===== src/rtl/reaction_ctrl_pkg.sv =====
// Shared definitions for the reaction timer: display-state codes, BCD limits
// and small helpers used by the controller and its BCD counter.
package reaction_ctrl_pkg;

    typedef enum logic [1:0] {
        ST_IDLE   = 2'd0,
        ST_WAIT   = 2'd1,
        ST_TIMING = 2'd2,
        ST_DONE   = 2'd3
    } state_t;

    localparam logic [15:0] BCD_MAX = 16'h9999;

    // Packed BCD orders exactly like unsigned binary, thousands digit first.
    function automatic logic bcd_less(input logic [15:0] a, input logic [15:0] b);
        return a < b;
    endfunction

    // 16-bit Fibonacci LFSR, taps 16,14,13,11.
    function automatic logic [15:0] lfsr_step(input logic [15:0] v);
        return {v[14:0], v[15] ^ v[13] ^ v[12] ^ v[10]};
    endfunction

endpackage


===== src/rtl/reaction_ctrl_bcd_counter4.sv =====
// Four-digit BCD up-counter with synchronous clear, load-to-max, enable,
// saturation at 9999 and a max flag.
module bcd_counter4
    import reaction_ctrl_pkg::*;
(
    input  logic        clk,
    input  logic        rst_n,
    input  logic        clr,
    input  logic        set_max,
    input  logic        en,
    output logic [15:0] count,
    output logic        at_max
);

    logic [15:0] count_reg;
    logic [15:0] count_next;
    logic [3:0]  carry;

    assign at_max   = (count_reg == BCD_MAX);
    assign carry[0] = en & ~at_max;

    genvar gi;
    generate
        for (gi = 0; gi < 4; gi++) begin : g_digit
            logic [3:0] digit;
            assign digit = count_reg[4*gi +: 4];
            assign count_next[4*gi +: 4] = !carry[gi]     ? digit :
                                           (digit == 4'd9) ? 4'd0  : digit + 4'd1;
            if (gi < 3) begin : g_carry
                assign carry[gi+1] = carry[gi] & (digit == 4'd9);
            end
        end
    endgenerate

    always_ff @(posedge clk or negedge rst_n) begin
        if (!rst_n) begin
            count_reg <= 16'h0000;
        end else if (clr) begin
            count_reg <= 16'h0000;
        end else if (set_max) begin
            count_reg <= BCD_MAX;
        end else begin
            count_reg <= count_next;
        end
    end

    assign count = count_reg;

endmodule


===== src/rtl/reaction_ctrl.sv =====
// Reaction-timer controller: random blank wait, millisecond BCD timing of the
// reaction press, false-start detection and a volatile best-time register.
module reaction_ctrl
    import reaction_ctrl_pkg::*;
#(
    parameter int          CLK_HZ          = 50_000_000,
    parameter int          DELAY_MIN_MS    = 1000,
    parameter int          DELAY_SPAN_BITS = 11,
    parameter logic [15:0] LFSR_SEED       = 16'hACE1
) (
    input  logic        clk,
    input  logic        rst_n,
    input  logic        start_btn,
    input  logic        react_btn,
    output logic [1:0]  state,
    output logic [15:0] bcd_time,
    output logic [15:0] bcd_high,
    output logic        early,
    output logic        new_high
);

    localparam int TICK_DIV = CLK_HZ / 1000;
    localparam int TICK_W   = (TICK_DIV > 1) ? $clog2(TICK_DIV) : 1;
    localparam int WAIT_MAX = DELAY_MIN_MS + (1 << DELAY_SPAN_BITS) - 1;
    localparam int WAIT_W   = (WAIT_MAX > 0) ? $clog2(WAIT_MAX + 1) : 1;
    localparam logic [TICK_W-1:0] TICK_LAST = TICK_W'(TICK_DIV - 1);

    // Button conditioning: two-flop synchronizer plus one history flop per pin.
    logic [1:0] pin_vec;
    logic [1:0] sync1_reg, sync2_reg, hist_reg;
    logic       start_edge, react_edge;

    assign pin_vec = {react_btn, start_btn};

    always_ff @(posedge clk or negedge rst_n) begin
        if (!rst_n) begin
            sync1_reg <= 2'b00;
            sync2_reg <= 2'b00;
            hist_reg  <= 2'b00;
        end else begin
            sync1_reg <= pin_vec;
            sync2_reg <= sync1_reg;
            hist_reg  <= sync2_reg;
        end
    end

    assign start_edge = sync2_reg[0] & ~hist_reg[0];
    assign react_edge = sync2_reg[1] & ~hist_reg[1];

    logic [15:0] lfsr_reg;

    always_ff @(posedge clk or negedge rst_n) begin
        if (!rst_n) begin
            lfsr_reg <= LFSR_SEED;
        end else begin
            lfsr_reg <= lfsr_step(lfsr_reg);
        end
    end

    state_t              state_reg, state_next;
    logic [TICK_W-1:0]   tick_reg;
    logic                tick;
    logic [WAIT_W-1:0]   wait_reg;
    logic                early_reg, new_high_reg, judge_reg;
    logic [15:0]         high_reg;
    logic                enter_wait, false_start, count_en, state_change;
    logic [15:0]         count;
    logic                count_at_max;

    assign tick         = (tick_reg == TICK_LAST);
    assign state_change = (state_next != state_reg);

    always_ff @(posedge clk or negedge rst_n) begin
        if (!rst_n) begin
            state_reg <= ST_IDLE;
        end else begin
            state_reg <= state_next;
        end
    end

    // A react edge always beats a coincident tick or start edge while a run is live.
    always_comb begin
        state_next  = state_reg;
        enter_wait  = 1'b0;
        false_start = 1'b0;
        count_en    = 1'b0;
        case (state_reg)
            ST_IDLE: begin
                if (start_edge) begin
                    state_next = ST_WAIT;
                    enter_wait = 1'b1;
                end
            end
            ST_WAIT: begin
                if (react_edge) begin
                    state_next  = ST_DONE;
                    false_start = 1'b1;
                end else if (tick && (wait_reg <= WAIT_W'(1))) begin
                    state_next = ST_TIMING;
                end
            end
            ST_TIMING: begin
                if (react_edge || count_at_max) begin
                    state_next = ST_DONE;
                end else begin
                    count_en = tick;
                end
            end
            ST_DONE: begin
                if (start_edge) begin
                    state_next = ST_WAIT;
                    enter_wait = 1'b1;
                end
            end
            default: state_next = ST_IDLE;
        endcase
    end

    // Millisecond divider restarts on every state entry so each phase is whole ms.
    always_ff @(posedge clk or negedge rst_n) begin
        if (!rst_n) begin
            tick_reg <= '0;
        end else if (state_change || tick) begin
            tick_reg <= '0;
        end else begin
            tick_reg <= tick_reg + TICK_W'(1);
        end
    end

    always_ff @(posedge clk or negedge rst_n) begin
        if (!rst_n) begin
            wait_reg <= '0;
        end else if (enter_wait) begin
            wait_reg <= WAIT_W'(DELAY_MIN_MS) + WAIT_W'(lfsr_reg[DELAY_SPAN_BITS-1:0]);
        end else if ((state_reg == ST_WAIT) && tick && (wait_reg != '0)) begin
            wait_reg <= wait_reg - WAIT_W'(1);
        end
    end

    bcd_counter4 u_counter (
        .clk     (clk),
        .rst_n   (rst_n),
        .clr     (enter_wait),
        .set_max (false_start),
        .en      (count_en),
        .count   (count),
        .at_max  (count_at_max)
    );

    // Best-time judgement runs on the first DONE cycle, once bcd_time is frozen.
    always_ff @(posedge clk or negedge rst_n) begin
        if (!rst_n) begin
            early_reg    <= 1'b0;
            new_high_reg <= 1'b0;
            judge_reg    <= 1'b0;
            high_reg     <= BCD_MAX;
        end else begin
            judge_reg <= (state_next == ST_DONE) && (state_reg != ST_DONE);
            if (enter_wait) begin
                early_reg <= 1'b0;
            end else if (false_start) begin
                early_reg <= 1'b1;
            end
            if (judge_reg && !early_reg && !count_at_max && bcd_less(count, high_reg)) begin
                high_reg <= count;
            end
            if (enter_wait) begin
                new_high_reg <= 1'b0;
            end else if (judge_reg && !early_reg && !count_at_max && bcd_less(count, high_reg)) begin
                new_high_reg <= 1'b1;
            end
        end
    end

    assign state    = state_reg;
    assign bcd_time = count;
    assign bcd_high = high_reg;
    assign early    = early_reg;
    assign new_high = new_high_reg;

endmodule


===== config.mk =====
export PLATFORM = sky130hd
export DESIGN_NAME = reaction_ctrl
export DESIGN_NICKNAME = d
export VERILOG_FILES = /design/src/rtl/reaction_ctrl_pkg.sv /design/src/rtl/reaction_ctrl_bcd_counter4.sv /design/src/rtl/reaction_ctrl.sv
export SDC_FILE = /design/constraint.sdc
export NUM_CORES = 1
export LEC_CHECK = 0
export CORE_MARGIN = 1
export CORE_UTILIZATION = 45
export CTS_CLUSTER_DIAMETER = 60
export DETAILED_ROUTE_END_ITERATION = 8
export GPL_TIMING_DRIVEN = 1
export PLACE_DENSITY = 0.65
export SKIP_CTS_REPAIR_TIMING = 1
export SLEW_MARGIN = 20
export SYNTH_ARGS = -nofsm -noshare
export SYNTH_HDL_FRONTEND = slang
export SYNTH_SLANG_ARGS = --single-unit
export TNS_END_PERCENT = 10

===== constraint.sdc =====
create_clock -name clk -period 2.7 [get_ports clk]
set_clock_uncertainty 0.15 [all_clocks]
set_input_delay 0.27 -clock clk [delete_from_list [all_inputs] [get_ports clk]]
set_output_delay 0.27 -clock clk [all_outputs]
set_load 0.01 [all_outputs]

### Yosys cells after proc, flatten, opt, wreduce, memory -nomap -nowiden

Cells that the tools add are included.

| cells by class | value |
|---|---|
| add/sub/neg operators | 7 |
| magnitude comparators | 2 |
| equal/unequal tests | 12 |
| mux-type cells | 28 |
| bitwise gates (word level) | 12 |
| reductions and logical operators | 21 |

Operator list:

| kind | count |
|---|---|
| 16-bit two-way mux | 3 |
| 16-bit equality test (second input constant) | 2 |
| 4-bit two-way mux | 8 |
| 12-bit two-way mux | 2 |
| 16-bit by 1-bit adder with 16-bit output (second input constant) | 1 |
| 4-bit by 1-bit adder with 4-bit output (second input constant) | 4 |
| 4-bit equality test (second input constant) | 4 |
| 16-bit < comparator | 1 |
| 10-bit by 11-bit adder with 12-bit output (first input constant) | 1 |
| 12-bit by 1-bit less-or-equal comparator with 1-bit output (second input constant) | 1 |
| 12-bit nonzero test | 1 |
| 3-bit nonzero test | 4 |
| 12-bit by 1-bit subtractor with 12-bit output (second input constant) | 1 |
| 1-bit two-way mux | 10 |
| 2-bit two-way mux | 4 |
| 1-bit logical AND | 7 |
| 1-bit AND | 6 |
| 2-bit equality test (second input constant) | 3 |
| 2-bit case mux with 3 select lines | 1 |
| 2-bit nonzero test | 3 |
| 1-bit inverter | 3 |
| 1-bit XOR | 3 |
| 2-bit by 1-bit equality test with 1-bit output (second input constant) | 1 |
| 1-bit logical NOT | 2 |
| 5 further kinds | 6 |

| storage, ports and cells | value |
|---|---|
| register bits | 87 |
| bits of input ports | 4 |
| output and inout port bits | 36 |
| word-level logic and storage cells | 97 |

### Longest topological paths before layout

| depth | value |
|---|---|
| word-level depth | 12 |
| gate-level depth with buffers | 11 |
| gate-level depth less buffers | 7 |

### By module

From an unflattened synthesis, not the netlist that was laid out.

| second synthesis, totals | value |
|---|---|
| cell total of the unflattened synthesis | 436 |
| area total of the unflattened synthesis | 4614.4 µm² |

Modules (own cells, without submodules):

| module | instances | cells each | area an instance (µm²) | sequential area each (µm²) |
|---|---|---|---|---|
| reaction_ctrl | 1 | 327 | 3604.7 | 1796.7 |
| bcd_counter4 | 1 | 109 | 1009.7 | 400.4 |

### Least setup slack after synthesis

No wires, ideal clock.

| path | value |
|---|---|
| path type | register -> register |
| start | register high_reg[3], in the netlist bcd_high[3] |
| end | register high_reg[10], in the netlist bcd_high[10] |
| data arrival time | 2.401 ns |
| data required time | 2.425 ns |
| slack | 0.024 ns |
| stages on the path, launching flop included | 9 |
| buffers on the path | 1 |
| path through | dfstp_2 -> inv_1 -> ha_1 -> o21a_1 -> nor2_1 -> o31a_1 -> o31ai_2 -> buf_2 -> mux2_2 |

| on the way | value |
|---|---|
| word-level cells in the longest chain between the ends | 2 |

RTL lines:

| element | line | text |
|---|---|---|
| start: declaration | reaction_ctrl.sv:65 | `logic [15:0] high_reg;` |
| start signal: assignment | reaction_ctrl.sv:165 | `high_reg <= count;` |
| 16-bit < comparator | reaction_ctrl_pkg.sv:16 | `return a < b;` |
| 1-bit logical AND | reaction_ctrl.sv:164 | `if (judge_reg && !early_reg && !count_at_max && bcd_less(count, high_reg)) begin` |

No other way between the ends.
A chain may end at the register's enable or synchronous reset.

### Worst setup path after layout

| path | value |
|---|---|
| start | register high_reg[15], in the netlist bcd_high[15] |
| end | register high_reg[10], in the netlist bcd_high[10] |

Same word-level chain as after synthesis.

==> qor.tcl <==
set qor(synth_async_sr_flop_share_pct) 100
set qor(post-synth-top-area-cell) {sky130_fd_sc_hd__dfrtp_1}
set qor(initial_utilization_pct) 47.2
set qor(core_area_mm2) 0.00995
set qor(floorplan.die.width_um) 104
set qor(hold_viol) 0
set qor(io_pins) 40
set qor(crit_chain) {inv_1 -> ha_1 -> or3b_2 -> a221o_1 -> a311oi_2 -> buf_4 -> o31ai_4 -> buf_12 -> mux2_2}
set qor(grt_pass1_vias) 3583
set qor(grt_setup_unrepaired) {no}
set qor(worst-slew-pin-transition_ps) 556
set qor(hold_path_class) {primary input to flop}
set qor(start_kind) {flop}
set qor(worstSetupPathType) {flop to flop}
set qor(crit_path_max_fanout) 17
set qor(final.setup.worst_slack_ps) 73.8
set qor(critical-path-top-delay-family) {flip-flops}
set qor(yosys_register_bits) 87
set qor(setup_viol) 0
set qor(synth_top_flop_cell) {sky130_fd_sc_hd__dfrtp_1}
set qor(io_buf_count) 39
set qor(synth_top_area_share_pct) 37.8
set qor(worstSkewPairLatency_ps) 360
set qor(worst_path_max_delay_cell) {sky130_fd_sc_hd__dfstp_2}
set qor(globalRoute.totalOverflow) 0
set qor(cpPeakStageDelay_ps) 550
set qor(cts.clk_slew.worst_paths_ps) 100
set qor(synth_seq_area_share_pct) 46.8
set qor(fin_cells) 653
set qor(highest_achievable_clock_rate_ghz) 0.381
set qor(pin_count_of_the_biggest_net_entering_global_routing) 46
set qor(maxCapViolCount) 0
set qor(synth_simple_gate_area_share_pct) 21.0
set qor(timing.final.crit_share_pct) 97.3
set qor(synthesis.nets) 484
set qor(placement.setup.worst_slack_ps) 70.7
set qor(endpoint_kind) {flop}
set qor(place_hpwl_um) 7090
set qor(drt_first_iter_violations) 164
set qor(track_usage_pct) 19.7
set qor(post_synth.cell_area_avg_um2) 10.5
set qor(timing.critical_path.buf_inv) 3
set qor(postRouteWirelength_um) 9890
set qor(count_of_nets_after_finishing) 550
set qor(final_core_utilization_pct) 57.4
set qor(cp.required_ps) 2780
set qor(timing.critical_path.arrival_ps) 2710
set qor(dr_total_vias) 3675
set qor(syn-cell-area_mm2) 0.00470
set qor(final_layout_size_suffix_gt1_share_pct) 16.7
set qor(power.density_cell_area_mw_per_mm2) 806
set qor(synthToLayoutAreaGrowth_pct) 21.6
set qor(cts-buffers-inserted) 9
set qor(min_period_ps) 2630
set qor(drt-vias-per-instance) 5.63
set qor(placementRows) 36
set qor(tritoncts_clock_tree) {built}
set qor(initial_antenna_violation_count) 0
set qor(timing.max_slew.rel_slack_pct) 62.9
set qor(timing_max_transition_violations_final) 0
set qor(grt_first_pass_wirelength_um) 17100
set qor(die-area_mm2) 0.0109
set qor(totalNegativeSetupSlack_ps) 0
set qor(synth_edf_count) 0
set qor(synthXorXnorAreaFrac_pct) 4.85
set qor(synthAdderAreaFrac_pct) 8.26
set qor(synth_area_leaders) {sky130_fd_sc_hd__dfrtp_1 38%, sky130_fd_sc_hd__dfstp_2 9.0%, sky130_fd_sc_hd__ha_1 8.3%, sky130_fd_sc_hd__mux2_2 2.9%, sky130_fd_sc_hd__xnor2_1 2.6%}
set qor(yosys_warnings) 0
set qor(diodes) 0
set qor(place.detailed.instances) 636
set qor(detailed_routing_iterations_pass_1) 4
set qor(p_leak_nw) 2.42
set qor(clk_path_buf_depth) 2
set qor(post_drt_wl_per_cell_um) 15.1
set qor(die_h_um) 104
set qor(antenna_violating_nets_post_route) 0
set qor(peakVddDrop_uv) 357
set qor(numClockSinks) 87
set qor(detail_route.drc_violations) 0
set qor(synth_compound_area_share_pct) 10.8
set qor(synth_cells) 449
set qor(synth_mux_area_share_pct) 4.79
set qor(clock-root-buffer) {sky130_fd_sc_hd__clkbuf_8}
set qor(status) {completed}
set qor(dominant_combinational_cell_family_by_area_after_synthesis) {simple AND/OR/NAND/NOR gates}
set qor(place.gp.congestion) 0.838
set qor(synth_cell_type_count) 57
set qor(cts-htree-levels) 3
==> synth_stat cells (2+ instances only) <==
| library cell | n |
|---|---|
| sky130_fd_sc_hd__nor4b_1 | 2 |
| sky130_fd_sc_hd__and3b_1 | 7 |
| sky130_fd_sc_hd__nor3b_1 | 4 |
| sky130_fd_sc_hd__xnor2_1 | 14 |
| sky130_fd_sc_hd__and2_1 | 3 |
| sky130_fd_sc_hd__nand4_1 | 10 |
| sky130_fd_sc_hd__buf_2 | 2 |
| sky130_fd_sc_hd__nand3_1 | 14 |
| sky130_fd_sc_hd__or4_1 | 9 |
| sky130_fd_sc_hd__and4_1 | 2 |
| sky130_fd_sc_hd__nand3b_1 | 2 |
| sky130_fd_sc_hd__a31oi_1 | 11 |
| sky130_fd_sc_hd__o211ai_1 | 2 |
| sky130_fd_sc_hd__o21a_1 | 4 |
| sky130_fd_sc_hd__mux2_2 | 12 |
| sky130_fd_sc_hd__a21bo_2 | 2 |
| sky130_fd_sc_hd__o21ai_0 | 15 |
| sky130_fd_sc_hd__nor2_1 | 22 |
| sky130_fd_sc_hd__or3_1 | 11 |
| sky130_fd_sc_hd__a2111oi_0 | 2 |
| sky130_fd_sc_hd__mux2i_1 | 9 |
| sky130_fd_sc_hd__clkbuf_1 | 12 |
| sky130_fd_sc_hd__a211oi_1 | 2 |
| sky130_fd_sc_hd__inv_1 | 29 |
| sky130_fd_sc_hd__nand2b_1 | 4 |
| sky130_fd_sc_hd__and3_1 | 3 |
| sky130_fd_sc_hd__a21oi_1 | 18 |
| sky130_fd_sc_hd__dfrtp_1 | 71 |
| sky130_fd_sc_hd__a311oi_1 | 2 |
| sky130_fd_sc_hd__xor2_1 | 12 |
| sky130_fd_sc_hd__nor4_1 | 8 |
| sky130_fd_sc_hd__ha_1 | 31 |
| sky130_fd_sc_hd__nor3_1 | 22 |
| sky130_fd_sc_hd__dfstp_2 | 16 |
| sky130_fd_sc_hd__o31a_1 | 7 |
| sky130_fd_sc_hd__nor4_4 | 3 |
| sky130_fd_sc_hd__nand2_1 | 30 |
==> worst paths after layout <==
check,cells after the start,start,endpoint,slack (ps)
max,9,bcd_high[15],bcd_high[10],70
min,1,start_btn,sync1_reg[0],200
max reg2reg,9,bcd_high[15],bcd_high[10],70
min reg2reg,0,lfsr_reg[14],lfsr_reg[15],210
max in group asynchronous,3,rst_n,bcd_high[7],1410
min in group asynchronous,2,rst_n,wait_reg[3],320
==> power by group <==
| part | internal [W] | switching [W] |
|---|---|---|
| sequential | 0.00152 | 0.000182 |
| combinational | 0.000837 | 0.000962 |
| clock | 0.000618 | 0.000482 |
| total | 0.00298 | 0.00163 |
==> layer usage <==
metal  up-vias  track usage [%]  wire (µm)
met5         -                0          0
met4         0             7.96        210
met3        14             3.57        256
li1       1773                -          -
met1      1824             25.6       4530
met2        64             32.5       4890
==> cell type report <==
class | count | area, µm²
fillers | 869 | 4250
multi-input cells | 319 | 2350
flip-flops and latches | 87 | 2200
repair buffers | 69 | 641
well taps | 133 | 166
clock buffers | 9 | 124
clock inverters | 7 | 121
inverters | 29 | 109
==> worst reg2reg max path: stages (launching register included) <==
cell	delay [ps]
sky130_fd_sc_hd__dfstp_2	550
sky130_fd_sc_hd__inv_1	40
sky130_fd_sc_hd__ha_1	170
sky130_fd_sc_hd__or3b_2	440
sky130_fd_sc_hd__a221o_1	290
sky130_fd_sc_hd__a311oi_2	190
sky130_fd_sc_hd__buf_4	160
sky130_fd_sc_hd__o31ai_4	70
sky130_fd_sc_hd__buf_12	160
sky130_fd_sc_hd__mux2_2	280
==> through the flow <==
step / power (W) / hold WS (ps) / cell area (µm²)
5_1_grt: 0.00494 / 187 / 5710
2_1_floorplan: 0.00275 / -176 / 4700
3_3_place_gp: 0.00348 / 148 / 5450
4_1_cts: 0.00464 / -251 / 5690
3_5_place_dp: 0.00353 / 147 / 5450
6_report: 0.00460 / 201 / 5710
==> kinds of logic after synthesis <==
group,count (synthesis)
muxes,21
adders and majority gates,31
AOI/OAI and AO/OA,76
and+or+nand+nor,165
buffers and inverters,43
DFF,87
xor gates and xnor gates,26
==> cells in the final DEF, fill, tap and decap left out, types with 10 or more instances in the layout <==
cell                              instances
sky130_fd_sc_hd__a21oi_1                 18
sky130_fd_sc_hd__a31oi_1                 11
sky130_fd_sc_hd__buf_4                   28
sky130_fd_sc_hd__clkdlybuf4s50_1         38
sky130_fd_sc_hd__dfrtp_1                 71
sky130_fd_sc_hd__dfstp_2                 16
sky130_fd_sc_hd__ha_1                    31
sky130_fd_sc_hd__inv_1                   29
sky130_fd_sc_hd__mux2_2                  12
sky130_fd_sc_hd__nand2_1                 30
sky130_fd_sc_hd__nand3_1                 14
sky130_fd_sc_hd__nand4_1                 10
sky130_fd_sc_hd__nor2_1                  22
sky130_fd_sc_hd__nor3_1                  22
sky130_fd_sc_hd__o21ai_0                 15
sky130_fd_sc_hd__or3_1                   11
sky130_fd_sc_hd__xnor2_1                 14
sky130_fd_sc_hd__xor2_1                  12
Power figures use the tool's default switching activity.
